## src/rtl/lcd_pkg.sv

```systemverilog
// ---------------------------------------------------------------------------
// lcd_pkg
// Definitions shared by the LCD frame source and the 8080 LCD write engine:
// the default panel geometry, the RGB565 colours used by the test pattern,
// and the frame source state encoding.
// ---------------------------------------------------------------------------
package lcd_pkg;

    // Default panel geometry: 320 columns (x), 240 rows (y)
    localparam int LCD_WIDTH  = 320;
    localparam int LCD_HEIGHT = 240;

    // RGB565 colours
    localparam logic [15:0] COL_WHITE = 16'hFFFF;
    localparam logic [15:0] COL_RED   = 16'hF800;
    localparam logic [15:0] COL_BLUE  = 16'h001F;
    localparam logic [15:0] COL_BLACK = 16'h0000;

    // Frame source states
    typedef enum logic [1:0] {
        ST_IDLE,
        ST_WAIT,
        ST_STREAM,
        ST_END
    } lcd_state_e;

endpackage

```

## src/rtl/lcd_frame_source_if.sv

```systemverilog
// ---------------------------------------------------------------------------
// lcd_frame_source_if
// Pixel stream from the frame source to the LCD write engine.
//   o_pixel  RGB565 word
//   o_valid  o_pixel is valid
//   i_ready  consumer accepts o_pixel (a transfer is o_valid && i_ready)
//   o_sof    qualifies o_valid, first pixel of a frame
//   o_eof    qualifies o_valid, last pixel of a frame
// master = pixel producer, slave = pixel consumer.
// ---------------------------------------------------------------------------
interface lcd_frame_source_if;

    logic [15:0] o_pixel;
    logic        o_valid;
    logic        i_ready;
    logic        o_sof;
    logic        o_eof;

    modport master (
        output o_pixel,
        output o_valid,
        output o_sof,
        output o_eof,
        input  i_ready
    );

    modport slave (
        input  o_pixel,
        input  o_valid,
        input  o_sof,
        input  o_eof,
        output i_ready
    );

endinterface

```

## src/rtl/lcd_sync_edge.sv

```systemverilog
// ---------------------------------------------------------------------------
// lcd_sync_edge
// Brings an asynchronous level (the panel FMARK line) into the i_clk domain
// and turns each rising edge into a single-cycle pulse.
//   i_clk      system clock
//   i_reset_n  asynchronous, active-low reset
//   i_async    asynchronous input level
//   o_pulse    one-cycle pulse, high after the 3rd clock edge following
//              the rising edge of i_async
// ---------------------------------------------------------------------------
module lcd_sync_edge (
    input  logic i_clk,
    input  logic i_reset_n,
    input  logic i_async,
    output logic o_pulse
);

    logic sync_1;
    logic sync_2;
    logic sync_3;

    // Two metastability flops, then a third flop holding the previous
    // synchronised level. The edge pulse is registered so downstream logic
    // sees a clean flop output one edge after the synchronised level rises.
    always_ff @(posedge i_clk or negedge i_reset_n) begin
        if (!i_reset_n) begin
            sync_1  <= 1'b0;
            sync_2  <= 1'b0;
            sync_3  <= 1'b0;
            o_pulse <= 1'b0;
        end else begin
            sync_1  <= i_async;
            sync_2  <= sync_1;
            sync_3  <= sync_2;
            o_pulse <= sync_2 & ~sync_3;
        end
    end

endmodule

```

## src/rtl/lcd_frame_source.sv

```systemverilog
// ---------------------------------------------------------------------------
// lcd_frame_source
// Pixel producer for the 8080 LCD write engine. Scans y fastest, then x,
// and draws a white border with a red column cursor (cx) and a blue row
// cursor (cy) that step once per completed frame. With WAIT_FMARK=1 every
// frame starts on a rising edge of the panel tearing-effect line.
//   i_clk          system clock
//   i_reset_n      asynchronous, active-low reset
//   i_enable       level, high = produce frames
//   i_lcd_fmark    tearing-effect line from the panel (asynchronous)
//   pix_if         pixel stream (master side)
//   o_busy         high while streaming a frame
//   o_tear_miss    one-cycle pulse, FMARK edge seen while a frame is active
//   o_frame_count  completed frames, wraps 255 -> 0
// ---------------------------------------------------------------------------
module lcd_frame_source
    import lcd_pkg::*;
#(
    parameter int WIDTH      = LCD_WIDTH,
    parameter int HEIGHT     = LCD_HEIGHT,
    parameter bit WAIT_FMARK = 1'b1
) (
    input  logic                 i_clk,
    input  logic                 i_reset_n,
    input  logic                 i_enable,
    input  logic                 i_lcd_fmark,
    lcd_frame_source_if.master   pix_if,
    output logic                 o_busy,
    output logic                 o_tear_miss,
    output logic [7:0]           o_frame_count
);

    localparam int XW = $clog2(WIDTH);
    localparam int YW = $clog2(HEIGHT);
    localparam logic [XW-1:0] X_LAST = XW'(WIDTH - 1);
    localparam logic [YW-1:0] Y_LAST = YW'(HEIGHT - 1);

    lcd_state_e    state_q;
    lcd_state_e    state_d;
    logic          fmark_pulse;
    logic          xfer;
    logic          last_pixel;
    logic          start_stream;
    logic [XW-1:0] x_q;
    logic [XW-1:0] next_x;
    logic [XW-1:0] cx_q;
    logic [YW-1:0] y_q;
    logic [YW-1:0] next_y;
    logic [YW-1:0] cy_q;
    logic [15:0]   pixel_q;
    logic          sof_q;
    logic          eof_q;
    logic          tear_q;
    logic [7:0]    frame_count_q;

    // Test pattern colour for one coordinate; border wins over the red
    // column cursor, which wins over the blue row cursor.
    function automatic logic [15:0] pixel_colour(
        input logic [XW-1:0] px,
        input logic [YW-1:0] py,
        input logic [XW-1:0] ccx,
        input logic [YW-1:0] ccy
    );
        logic [15:0] colour;
        if (px == '0 || py == '0 || px == X_LAST || py == Y_LAST) begin
            colour = COL_WHITE;
        end else if (px == ccx) begin
            colour = COL_RED;
        end else if (py == ccy) begin
            colour = COL_BLUE;
        end else begin
            colour = COL_BLACK;
        end
        return colour;
    endfunction

    lcd_sync_edge u_fmark_sync (
        .i_clk     (i_clk),
        .i_reset_n (i_reset_n),
        .i_async   (i_lcd_fmark),
        .o_pulse   (fmark_pulse)
    );

    assign xfer         = (state_q == ST_STREAM) && pix_if.i_ready;
    assign last_pixel   = (x_q == X_LAST) && (y_q == Y_LAST);
    assign start_stream = (state_d == ST_STREAM) && (state_q != ST_STREAM);

    // State register
    always_ff @(posedge i_clk or negedge i_reset_n) begin
        if (!i_reset_n) begin
            state_q <= ST_IDLE;
        end else begin
            state_q <= state_d;
        end
    end

    // Next-state logic. WAIT only looks at the FMARK pulse while it is
    // actually in WAIT, so a pulse landing in the cycle END hands over to
    // WAIT is dropped and the frame waits for the following edge.
    always_comb begin
        state_d = state_q;
        case (state_q)
            ST_IDLE: begin
                if (i_enable) begin
                    state_d = WAIT_FMARK ? ST_WAIT : ST_STREAM;
                end
            end
            ST_WAIT: begin
                if (!i_enable) begin
                    state_d = ST_IDLE;
                end else if (fmark_pulse) begin
                    state_d = ST_STREAM;
                end
            end
            ST_STREAM: begin
                if (xfer && last_pixel) begin
                    state_d = ST_END;
                end
            end
            ST_END: begin
                if (i_enable) begin
                    state_d = WAIT_FMARK ? ST_WAIT : ST_STREAM;
                end else begin
                    state_d = ST_IDLE;
                end
            end
            default: state_d = ST_IDLE;
        endcase
    end

    // Output logic: valid is a pure decode of the state register, so it is
    // glitch-free and never drops until the last pixel has transferred.
    always_comb begin
        pix_if.o_valid = (state_q == ST_STREAM);
        pix_if.o_pixel = pixel_q;
        pix_if.o_sof   = sof_q;
        pix_if.o_eof   = eof_q;
        o_busy         = (state_q == ST_STREAM);
        o_tear_miss    = tear_q;
        o_frame_count  = frame_count_q;
    end

    // Scan coordinate after the current one: y is the inner counter.
    always_comb begin
        next_x = x_q;
        next_y = y_q + YW'(1);
        if (y_q == Y_LAST) begin
            next_y = '0;
            next_x = x_q + XW'(1);
        end
    end

    // Presented pixel and its coordinates. Everything here only changes on
    // frame start or on an accepted transfer, which keeps the word and its
    // markers stable while the consumer stalls.
    always_ff @(posedge i_clk or negedge i_reset_n) begin
        if (!i_reset_n) begin
            x_q     <= '0;
            y_q     <= '0;
            pixel_q <= COL_BLACK;
            sof_q   <= 1'b0;
            eof_q   <= 1'b0;
        end else if (start_stream) begin
            x_q     <= '0;
            y_q     <= '0;
            pixel_q <= pixel_colour('0, '0, cx_q, cy_q);
            sof_q   <= 1'b1;
            eof_q   <= (X_LAST == '0) && (Y_LAST == '0);
        end else if (xfer) begin
            sof_q <= 1'b0;
            if (last_pixel) begin
                eof_q <= 1'b0;
            end else begin
                x_q     <= next_x;
                y_q     <= next_y;
                pixel_q <= pixel_colour(next_x, next_y, cx_q, cy_q);
                eof_q   <= (next_x == X_LAST) && (next_y == Y_LAST);
            end
        end
    end

    // Per-frame bookkeeping done in the single END cycle: count the frame
    // and step both cursors with wrap at the panel edge.
    always_ff @(posedge i_clk or negedge i_reset_n) begin
        if (!i_reset_n) begin
            frame_count_q <= 8'd0;
            cx_q          <= '0;
            cy_q          <= '0;
        end else if (state_q == ST_END) begin
            frame_count_q <= frame_count_q + 8'd1;
            cx_q          <= (cx_q == X_LAST) ? '0 : cx_q + XW'(1);
            cy_q          <= (cy_q == Y_LAST) ? '0 : cy_q + YW'(1);
        end
    end

    // An FMARK edge arriving while a frame is still being written means the
    // panel refresh overtook us; flag it for one cycle.
    always_ff @(posedge i_clk or negedge i_reset_n) begin
        if (!i_reset_n) begin
            tear_q <= 1'b0;
        end else begin
            tear_q <= fmark_pulse && ((state_q == ST_STREAM) || (state_q == ST_END));
        end
    end

endmodule
```

## src/flat_wrapper.sv

```systemverilog
// flat-port wrapper written by rule: the top's interface ports become plain ports
module lcd_frame_source_flat import lcd_pkg::*;
#(
    parameter int WIDTH      = LCD_WIDTH,
    parameter int HEIGHT     = LCD_HEIGHT,
    parameter bit WAIT_FMARK = 1'b1
)
  (i_clk, i_reset_n, i_enable, i_lcd_fmark, o_busy, o_tear_miss, o_frame_count, pix_if_o_pixel, pix_if_o_valid, pix_if_o_sof, pix_if_o_eof, pix_if_i_ready);
  lcd_frame_source_if pix_if_i ();
  input  logic i_clk;
  input  logic i_reset_n;
  input  logic i_enable;
  input  logic i_lcd_fmark;
  output logic o_busy;
  output logic o_tear_miss;
  output logic [7:0] o_frame_count;
  output wire logic [$bits(pix_if_i.o_pixel)-1:0] pix_if_o_pixel;
  output wire logic [$bits(pix_if_i.o_valid)-1:0] pix_if_o_valid;
  output wire logic [$bits(pix_if_i.o_sof)-1:0] pix_if_o_sof;
  output wire logic [$bits(pix_if_i.o_eof)-1:0] pix_if_o_eof;
  input wire logic [$bits(pix_if_i.i_ready)-1:0] pix_if_i_ready;
  assign pix_if_o_pixel = pix_if_i.o_pixel;
  assign pix_if_o_valid = pix_if_i.o_valid;
  assign pix_if_o_sof = pix_if_i.o_sof;
  assign pix_if_o_eof = pix_if_i.o_eof;
  assign pix_if_i.i_ready = pix_if_i_ready;
  lcd_frame_source #(.WIDTH(WIDTH), .HEIGHT(HEIGHT), .WAIT_FMARK(WAIT_FMARK)) u_core (.i_clk(i_clk), .i_reset_n(i_reset_n), .i_enable(i_enable), .i_lcd_fmark(i_lcd_fmark), .pix_if(pix_if_i), .o_busy(o_busy), .o_tear_miss(o_tear_miss), .o_frame_count(o_frame_count));
endmodule
```

## config.mk

```make
export PLATFORM = sky130hd
export DESIGN_NAME = lcd_frame_source_flat
export DESIGN_NICKNAME = d
export VERILOG_FILES = /design/src/rtl/lcd_pkg.sv /design/src/rtl/lcd_frame_source_if.sv /design/src/rtl/lcd_sync_edge.sv /design/src/rtl/lcd_frame_source.sv /design/src/flat_wrapper.sv
export SDC_FILE = /design/constraint.sdc
export NUM_CORES = 1
export LEC_CHECK = 0
export CORE_MARGIN = 1.5
export CORE_UTILIZATION = 38
export DETAILED_ROUTE_END_ITERATION = 8
export GPL_ROUTABILITY_DRIVEN = 0
export PLACE_DENSITY = 0.68
export SLEW_MARGIN = 20
export SYNTH_ARGS = -nofsm -noshare
export SYNTH_HDL_FRONTEND = slang
export SYNTH_SLANG_ARGS = --single-unit
```

## constraint.sdc

```tcl
create_clock -name i_clk -period 3.2 [get_ports i_clk]
set_input_delay 0.48 -clock i_clk [delete_from_list [all_inputs] [get_ports i_clk]]
set_output_delay 0.48 -clock i_clk [all_outputs]
set_load 0.01 [all_outputs]
```

==> qor.txt <==
setup TNS: 0 ns
worst reg2reg startpoint: u_core.y_q[0]
fin crit period: 2.83 ns
clk_lat worst skew: 0.32 ns
Internal: 1.24 mW
die footprint: 0.00969 mm²
relative slew slack: 0.399
clock tree buffer depth: 2
count leader, synth: dfrtp_1
YS warnings: 0
hold_buf cts: 0
CTS tree: yes
GRT Overall Usage: 0.169
Core Rows: 34
final hold viol count: 0
layout cells sized above 1: 0.0914
die span in x: 98.4 µm
Non-Filler Instances: 491
Worst EP arrival: 3.02 ns
Clock transition at path regs: 0.11 ns
crit share post-route: 0.883
Net Switching: 0.670 mW
Max Slew Vio Count: 0
last element of the critical path: u_core.pix_if.o_pixel[4]
Synth Net Count: 383
ranking of synthesized cells by area: dfrtp_1 (39%), xnor2_1 (7.6%), xor2_1 (5.1%)
mapped cell area: 0.00346 mm²
CP max-delay cell: nor2_1
Die Y: 98.4 µm
Post-DP HPWL: 5.62 mm
Resized cells post-CTS: 0
Wirelength per Cell: 15.8 µm
IO Port Bufs: 33
CP Max Fanout: 12
pin count of the biggest net entering global routing: 43
Max stage delay on crit path: 0.59 ns
leakage: 1.64 nW
Post-Route WL: 7.77 mm
Setup Skew: 0.0104 ns
Sw Ratio: 0.350
synth unique cells: 62
Critical Path RT: 3.40 ns
clock share of power: 0.218
Via density: 5.53
H-tree depth: 2
Max Cap Viol: 0
Post-synth top cells: dfrtp_1 (54), nand2_1 (40), nor2_1 (35)
crit-path cells: ha_1, nand3_2, nor2_1, a31oi_1, a2111oi_2, nand4b_1, o2bb2ai_1
crit end category: register
worst reg2reg path depth: 7
grt total ovfl: 0
type of the worst setup path: reg2reg
status: finished clean
Pre-antenna DRT Iters: 5
Yosys top cell area share: 0.390
Logic pwr share: 0.289
peak supply drop: 0.384 mV
syn_area_per_cell: 9.30 µm²
RSZ-0062 raised after global routing: no
CP Launch Type: register
Synth Flop Type: dfrtp_1
endpoints failing setup: 0
Vias: 2717
number of DRC markers in iteration 0: 215
Final ANT Viol Nets: 0
fmax: 354 MHz
Synth Instances: 372
initial antenna violation count: 0
Initial Utilization: 0.395
Num Clock Sinks: 54
Seq pwr share: 0.493
part of the Yosys area used for sequential elements: 0.390
Fill cells: 856
I/O pin cnt: 34
postcts setup bufs: 0
async set-reset flop share out of synthesis: 1.00
P per Cell Area: 498 mW/mm²
Worst-Margin Slew: 0.901 ns
Placed Instances: 483
Num CTS Buffers: 5
# DRC: 0
Synth area leader: dfrtp_1
reg-to-reg endpoint: u_core.pix_if.o_pixel[4]
slack of the worst reg-to-reg path: 0.37 ns
diode count: 0
vias in the first global route: 2526
FF+latch count, synth: 54
Post-synth EDFFs: 0
fin nets: 393
root buf cell: clkbuf_8
core footprint: 0.00876 mm²
HP Class: in2async
crit path from: u_core.y_q[0]
first-pass GRT wire length: 13.2 mm
Layout area overhead: 11.0%
## per-layer routing
layer	wire length (µm)	track usage	part of all wire	up-vias
li1	-	-	-	1316
met1	3680	0.250	0.47	1264
met2	3540	0.256	0.46	131
met3	485	0.0348	0.062	6
met4	63	0.0347	0.0081	0
met5	0	0	0	-
## cells by family (layout without fill, tap and decap cells)
kind of cell / after synthesis / after routing / share of synthesized area
mux: 5 / 5 / 0.0148
flops: 54 / 54 / 0.390
fa+ha+maj: 6 / 6 / 0.0217
buf+inv: 42 / 53 / 0.0716
xor+xnor: 51 / 51 / 0.131
simple gates: 151 / 151 / 0.248
compound gates: 63 / 63 / 0.122
## per-stage QoR
step / hold WS, ns / utilization / setup slack (ns) / area (µm²) / total power [mW]
finish: 0.276 / 0.438 / 0.375 / 3840 / 1.91
global route: 0.344 / 0.438 / 0.228 / 3840 / 2.04
CTS: 0.305 / 0.438 / 0.428 / 3840 / 1.93
detailed placement: 0.347 / 0.427 / 0.476 / 3740 / 1.51
global placement: 0.346 / 0.427 / 0.649 / 3740 / 1.49
floorplan: 0.184 / - / 0.988 / 3460 / 1.29
## power by group through the flow
stage          clock network [mW]  logic, mW  registers, mW
2_1_floorplan                   0      0.365          0.928
3_3_place_gp                    0      0.541          0.947
3_5_place_dp                    0      0.555          0.953
4_1_cts                     0.432      0.556          0.944
5_1_grt                     0.462      0.616          0.965
6_report                    0.417      0.553          0.944
## layout by cell type, fill, tap and decap left out, drive strengths merged, types with 5 or more instances in the layout
cell type       n
dfrtp          54
ha              6
a21oi          13
o21ai          18
clkbuf          5
a211oi          5
and3            5
nand4          12
xnor2          30
nor2           35
xor2           21
clkdlybuf4s50  32
nand2          41
nor3           13
inv             9
buf             6
nand3          14
## final cells by class
class	count	area [µm²]	share of cell area
tap	108	135	0.0352
timing repair buffer	38	363	0.0945
clock inverter	3	28.8	0.00749
inverter	7	26.3	0.00684
multi-input combinational	276	1870	0.486
clock buffer	5	68.8	0.0179
sequential	54	1350	0.352
## registers in the layout, indices dropped and copies added (netlist names), 2 cells and up
register               cells
u_core.cy_q                8
u_core.x_q                 9
u_core.cx_q                9
u_core.o_frame_count       8
u_core.y_q                 8
u_core.pix_if.o_pixel      3
u_core.state_q             2
## worst min path at each step
| stage | depth (start not counted) | to | slack (ns) |
|---|---|---|---|
| floorplan | 0 | u_core.cx_q[0] | 0.18 |
| global placement | 0 | u_core.u_fmark_sync.sync_2 | 0.35 |
| detailed placement | 0 | u_core.u_fmark_sync.sync_2 | 0.35 |
| CTS | 1 | u_core.u_fmark_sync.sync_3 | 0.31 |
| global route | 1 | u_core.u_fmark_sync.sync_3 | 0.34 |
| finish | 1 | u_core.u_fmark_sync.sync_3 | 0.28 |
## critical path: cells and delay by family (launching register included)
family	cells	cell delay, ns
DFF	1	0.48
AOI/OAI and AO/OA	3	0.79
and+or+nand+nor	3	1.11
adders and majority gates	1	0.32
No activity file was read; power rests on OpenSTA's default activity.
